--- src/rtl/data_mem_stage.sv ---
// Multi-cycle data memory stage: 32x32 array behind an IDLE/WAIT/DONE handshake.
// Define DMEM_FAULT_EN to flag misaligned or out-of-range addresses instead of aliasing them.
module data_mem_stage #(
    parameter int unsigned MEM_LATENCY = 2
) (
    input  logic        clock,
    input  logic        reset,
    input  logic        memRead,
    input  logic        memWrite,
    input  logic [31:0] address,
    input  logic [31:0] writeData,
    output logic [31:0] readData,
    output logic        busy,
    output logic        done,
    output logic        addrFault
);

    typedef enum logic [1:0] {
        S_IDLE,
        S_WAIT,
        S_DONE
    } state_t;

    localparam logic [3:0] LAT = 4'(MEM_LATENCY);

    state_t      r_state;
    logic [3:0]  r_cnt;
    logic        r_is_write;
    logic [4:0]  r_index;
    logic [31:0] r_wdata;
    logic        r_fault;
    logic [31:0] r_mem [32];
    logic [31:0] r_read_data;
    logic        r_busy;
    logic        r_done;
    logic        r_addr_fault;
    logic        w_fault;

`ifdef DMEM_FAULT_EN
    assign w_fault = (address[1:0] != 2'b00) || (address[31:7] != 25'd0);
`else
    // Only address[6:2] selects a word; the remaining bits alias.
    logic w_unused_addr;
    assign w_unused_addr = ^{address[31:7], address[1:0]};
    assign w_fault       = 1'b0;
`endif

    always_ff @(posedge clock or negedge reset) begin
        if (!reset) begin
            r_state      <= S_IDLE;
            r_cnt        <= 4'd0;
            r_is_write   <= 1'b0;
            r_index      <= 5'd0;
            r_wdata      <= 32'd0;
            r_fault      <= 1'b0;
            r_read_data  <= 32'd0;
            r_busy       <= 1'b0;
            r_done       <= 1'b0;
            r_addr_fault <= 1'b0;
            // NOTE: clearing the array on reset maps it to flops, not a RAM macro; it is small enough.
            for (int i = 0; i < 32; i++) begin
                r_mem[i] <= 32'd0;
            end
        end else begin
            // NOTE: non-blocking assignments keep every register sampling pre-edge values.
            r_done       <= 1'b0;
            r_addr_fault <= 1'b0;
            unique case (r_state)
                S_IDLE: begin
                    if (memRead || memWrite) begin
                        r_state    <= S_WAIT;
                        r_cnt      <= LAT;
                        r_busy     <= 1'b1;
                        r_is_write <= memWrite;
                        r_index    <= address[6:2];
                        r_wdata    <= writeData;
                        r_fault    <= w_fault;
                    end
                end
                S_WAIT: begin
                    if (r_cnt == 4'd0) begin
                        r_state      <= S_DONE;
                        r_busy       <= 1'b0;
                        r_done       <= 1'b1;
                        r_addr_fault <= r_fault;
                        if (!r_fault) begin
                            if (r_is_write) begin
                                r_mem[r_index] <= r_wdata;
                            end else begin
                                r_read_data <= r_mem[r_index];
                            end
                        end
                    end else begin
                        r_cnt <= r_cnt - 4'd1;
                    end
                end
                S_DONE: begin
                    r_state <= S_IDLE;
                end
                default: begin
                    r_state <= S_IDLE;
                end
            endcase
        end
    end

    assign readData  = r_read_data;
    assign busy      = r_busy;
    assign done      = r_done;
    assign addrFault = r_addr_fault;

endmodule
--- config.mk ---
export PLATFORM = sky130hd
export DESIGN_NAME = data_mem_stage
export DESIGN_NICKNAME = d
export VERILOG_FILES = /design/src/rtl/data_mem_stage.sv
export SDC_FILE = /design/constraint.sdc
export NUM_CORES = 1
export LEC_CHECK = 0
export ABC_AREA = 1
export BUFFER_PORTS_ARGS = -buffer_cell sky130_fd_sc_hd__buf_2
export CAP_MARGIN = 20
export CORE_MARGIN = 2
export CORE_UTILIZATION = 30
export CTS_BUF_LIST = sky130_fd_sc_hd__clkbuf_16
export DETAILED_ROUTE_END_ITERATION = 6
export GPL_TIMING_DRIVEN = 0
export PLACE_DENSITY_LB_ADDON = 0.15
export SETUP_SLACK_MARGIN = 0.02
export SLEW_MARGIN = 10
export SYNTH_ARGS = -nofsm -noshare
export SYNTH_HDL_FRONTEND = slang
export SYNTH_SLANG_ARGS = --single-unit
--- constraint.sdc ---
create_clock -name clock -period 4.2 [get_ports clock]
set_input_delay 0 -clock clock [delete_from_list [all_inputs] [get_ports clock]]
set_output_delay 0 -clock clock [all_outputs]
set_load 0.03 [all_outputs]
# == Word-level counts from Yosys, hierarchy flattened ==
# Index checks and enable logic that the tools add are counted.
# word_totals
out_inout_bits,35
input_bits,68
word_cells,77
ff_bits,1102
# classes
n_eq_ne,4
order_cmp,2
mux,17
reduce_logical,11
addsub,1
bitwise,2
# op_table
cell,n
1024-bit bitwise mux,1
32-bit binary-select mux with 5-bit select,1
32-bit demux with 5-bit select,1
32-bit 2-to-1 mux,3
3-bit AND reduction,4
4-bit 2-to-1 mux,2
4-bit case mux with 2 select lines,1
6-bit >= comparator (second input constant),1
6-bit by 1-bit less-than comparator with 1-bit output (second input constant),1
2-bit != test (second input constant),3
5-bit inverter with 6-bit output,1
4-bit zero test,1
1-bit 2-to-1 mux,4
2-bit 2-to-1 mux,2
2-bit case mux with 2 select lines,1
2-bit AND reduction,2
4-bit by 1-bit subtractor with 4-bit output (second input constant),1
2-bit by 1-bit equality test with 1-bit output (second input constant),1
2-bit zero test,1
1-bit case mux with 2 select lines,1
2-bit nonzero test,1
1-bit logical AND,1
1-bit logical OR,1
1-bit inverter,1

# == Depth between registers and ports, before layout ==
# logic_depth
ltp_word,6
ltp_mapped,14
depth_no_buf,11

# == Worst setup path before layout ==
# Ideal clock, no wire load.
# synth_path
kind,register to register
start,register r_cnt[0]
end,register r_mem[119] in the netlist's numbering
path_buffers,1
path_stages_with_launch,11
t_required_ps,4064
t_arrival_ps,1813
period_less_slack_ps,1949
setup_slack_ps,2251
setup_time_ps,136
cell_sequence,dfrtp_1 inv_1 ha_1 nand3_2 nor2_2 nand2_4 nor2_2 nand2_2 clkbuf_1 nand2_1 o21ai_0
# synth_between
elab_chain_cells,2
# synth_lines
element,line_no,rtl
from (decl),27,logic [3:0] r_cnt;
from (signal assigned),94,r_cnt <= r_cnt - 4'd1;
4-bit zero test,81,if (r_cnt == 4'd0) begin
3-bit AND reduction (no line),n/a,
"to (signal, indexed assignment)",88,r_mem[r_index] <= r_wdata;
to (decl),32,logic [31:0] r_mem [32];
# No other way between the ends.
# A chain may end at the register's enable or synchronous reset.

# == Worst setup path after layout ==
# layout_path
start,register r_cnt[0]
end,"register r_read_data[20], in the netlist readData[20]"
# layout_between
elab_chain_cells,2
# layout_lines
element,line_no,rtl
4-bit zero test,81,
3-bit AND reduction (no line),n/a,
to (signal assigned),90,r_read_data <= r_mem[r_index];
to (decl),33,logic [31:0] r_read_data;
# No other way between the ends.

==> flow_metrics.py <==
metrics = {
    "floorplanning": {
        "start_util": 0.302,
        "rows": 150,
        "fp.dieW_um": 414,
        "core_um2": 167000,
        "ios": 103,
        "die_h_um": 414,
        "die-area_um2": 171000,
    },
    "routing": {
        "drc": 0,
        "drt-total-wl_um": 199000,
        "vias": 45100,
        "avgViaCountPerCell": 4.89,
        "drtPass1Iterations": 5,
        "drtIter0Drc": 4068,
        "ant_nets": 0,
        "wire_per_inst_um": 21.5,
    },
    "power": {
        "switching_power_mw": 16.1,
        "switching_share": 0.425,
        "p_per_area_nw_per_um2": 643,
        "seq_power_share": 0.359,
        "vdd_drop_max_uv": 471,
        "power_frac_comb": 0.339,
        "intPower_mw": 21.7,
        "pwr-share-clk": 0.303,
        "cellLeakagePower_nw": 29.1,
    },
    "critical_path": {
        "critPathArrivalTime_ns": 4.46,
        "critPathTopFamily": "buffers and inverters",
        "critPathMostFrequentCell": "inv_1",
        "crit_required_ns": 4.92,
        "cpMaxStageDelayCell": "inv_1",
        "worstSetupStartpointType": "flop",
        "path_cells": "inv_1 -> ha_1 -> nand3_2 -> nor2_2 -> nand2_1 -> inv_1 -> clkbuf_1 -> or2_2 -> nand2_1 -> inv_1",
        "crit_path_max_fanout": 10,
        "max_stage_delay_ns": 0.85,
        "critPathKind": "flop to flop",
        "cp-end-kind": "flop",
        "crit_buf_inv": 4,
    },
    "grt": {
        "grt_max_degree": 143,
        "antenna_found_initial": 6,
        "grt_pass1_wl_um": 296000,
        "track_usage": 0.235,
        "grt_overflow": 0,
        "grt_pass1_vias": 43900,
    },
    "timing": {
        "fin_skew_ns": 0.0289,
        "hold_viol_final": 0,
        "tns_ns": 0,
        "rsz0062_at_grt": "no",
        "max_freq_ghz": 0.267,
        "period_minus_slack_ns": 3.74,
        "worst_slew_pin_slew_ns": 1.24,
        "fin_hold_ws_ns": 0.0577,
        "slew_viol_final": 0,
        "period_share": 0.890,
        "setup_viol": 0,
        "slew_headroom": 0.175,
    },
    "synthesis": {
        "avgSynthCellArea_um2": 7.60,
        "synthArstFlopShare": 1.00,
        "synth.top_cell.area_share": 0.548,
        "synth_top_area_cell": "dfrtp_1",
        "netlist_area_um2": 50300,
        "synth_area_leaders": "dfrtp_1, nand2_1, o21ai_1",
        "ys_top_cells_by_count": "nand2_1, dfrtp_1, o21ai_1",
        "ys_seq_area_frac": 0.548,
        "synth_warnings": 0,
        "syn_inst": 6625,
        "ys_types": 27,
        "yosysMostFrequentCell": "nand2_1",
        "syn_nets": 6695,
        "synth_edf_count": 0,
        "ys_ff_latch": 1102,
        "synth_ff_type": "dfrtp_1",
    },
    "cells_and_area": {
        "fin_nets": 6993,
        "multi_input_comb_area_um2": 20300,
        "n_fill_cell": 17900,
        "fin_util": 0.352,
        "seq_area_um2": 27600,
        "drive_gt1_frac": 0.0684,
        "synthToLayoutAreaGrowth_pct": 16.8,
    },
    "cts": {
        "cts.path.max_buffers": 3,
        "postCtsSetupBuffers": 0,
        "htreeDepth": 4,
        "clk_latency_ns": 0.78,
        "clockRootBuffer": "clkbuf_16",
        "cts_buffers": 132,
        "tritoncts": "built",
        "clkSinkCount": 1102,
        "clk_pin_slew_worst_paths_ns": 0.06,
    },
    "hold_path": {
        "hold_path_class": "input port to flop",
    },
    "placed_design": {
        "hpwlAfterDp_um": 146000,
        "io_buffers": 74,
        "routabilityCongestion": 0.881,
    },
    "run_status": {
        "status": "finished, final reports clean",
    },
    "flow_run": {
        "max-cap-violations": 0,
    },
}
## routing by layer
| metal | GRT usage | share of wire |
|---|---|---|
| met4 | 0.0846 | 0.036 |
| met3 | 0.0320 | 0.052 |
| met5 | 0 | 0 |
| met1 | 0.337 | 0.47 |
| met2 | 0.360 | 0.44 |
## power groups by stage
stage | combinational, mW | sequential [mW] | clock, mW
global placement | 12.5 | 13.7 | 0
floorplan | 6.36 | 13.7 | 0
CTS | 12.8 | 13.5 | 11.6
global route | 13.9 | 13.7 | 12.1
finish | 12.8 | 13.5 | 11.4
detailed placement | 12.8 | 13.7 | 0
## sequential cells by signal, summed over array words and instances, names as in the netlist
| register | count |
|---|---|
| busy | 1 |
| r_index | 5 |
| r_is_write | 1 |
| r_state | 2 |
| r_cnt | 4 |
| r_mem | 1024 |
| readData | 32 |
| r_wdata | 32 |
| done | 1 |
## kinds of logic after synthesis
family	Yosys count	synth area share
AOI/OAI and AO/OA	1073	0.107
buffers and inverters	606	0.0480
DFF	1102	0.548
and+or+nand+nor	3841	0.297
other	1	0.0000745
adders and majority gates	2	0.000497
## worst min-delay path, stage by stage
cell and delay [ns]:
dlygate4sd3_1 0.52, buf_2 0.15, nand2_1 0.07, o21ai_0 0.06
## through the flow
stage / std cells / total power [mW] / setup slack (ns) / cell area (um^2)
final: 9228 / 37.8 / 0.461 / 58800
after global routing: 9226 / 39.7 / 0.266 / 58800
after CTS: 9226 / 38.0 / 0.542 / 58800
after detailed placement: 8921 / 26.4 / 0.565 / 53900
after global placement: 8903 / 26.2 / -22.90 / 53500
after floorplan: 6625 / 20.1 / 2.25 / 50300
## worst paths after layout
path / from / endpoint / slack (ns) / depth (start not counted)
hold / removal: address[5] / r_index[3]$_DFFE_PN0P_ / 0.06 / 4
min in group asynchronous: reset / r_mem[281]$_DFFE_PN0P_ / 0.40 / 4
hold reg to reg: r_mem[967]$_DFFE_PN0P_ / r_mem[967]$_DFFE_PN0P_ / 0.48 / 2
setup / recovery: r_cnt[0]$_DFFE_PN0P_ / readData[20]$_DFFE_PN0P_ / 0.46 / 10
max in group asynchronous: reset / r_mem[902]$_DFFE_PN0P_ / 1.68 / 6
setup reg to reg: r_cnt[0]$_DFFE_PN0P_ / readData[20]$_DFFE_PN0P_ / 0.46 / 10
## cell type report
class / instances / share of cell area
repair buffers: 164 / 0.0253
well taps: 2204 / 0.0469
inverters: 116 / 0.00741
clock inverters: 97 / 0.0134
plain buffers: 490 / 0.0338
multi-input cells: 4917 / 0.346
diodes: 2 / 0.0000851
clock buffers: 136 / 0.0579
flip-flops and latches: 1102 / 0.469
## what timing repair did
item | 4_1_cts | 5_1_grt
endpoints found under the hold margin | 518 | 0
hold buffers | 72 | 0
resized for setup | 0 | 0
## cells in the final DEF, fill, tap and decap left out, types with 33 or more instances in the layout
master / count
nand2_1: 3581
dfrtp_1: 1102
o21ai_1: 686
o21ai_0: 380
clkbuf_1: 360
buf_2: 184
clkbuf_16: 136
inv_1: 129
nand3_1: 100
nor2_1: 75
dlygate4sd3_1: 71
clkinv_1: 33
(Power assumes the default switching activity.)
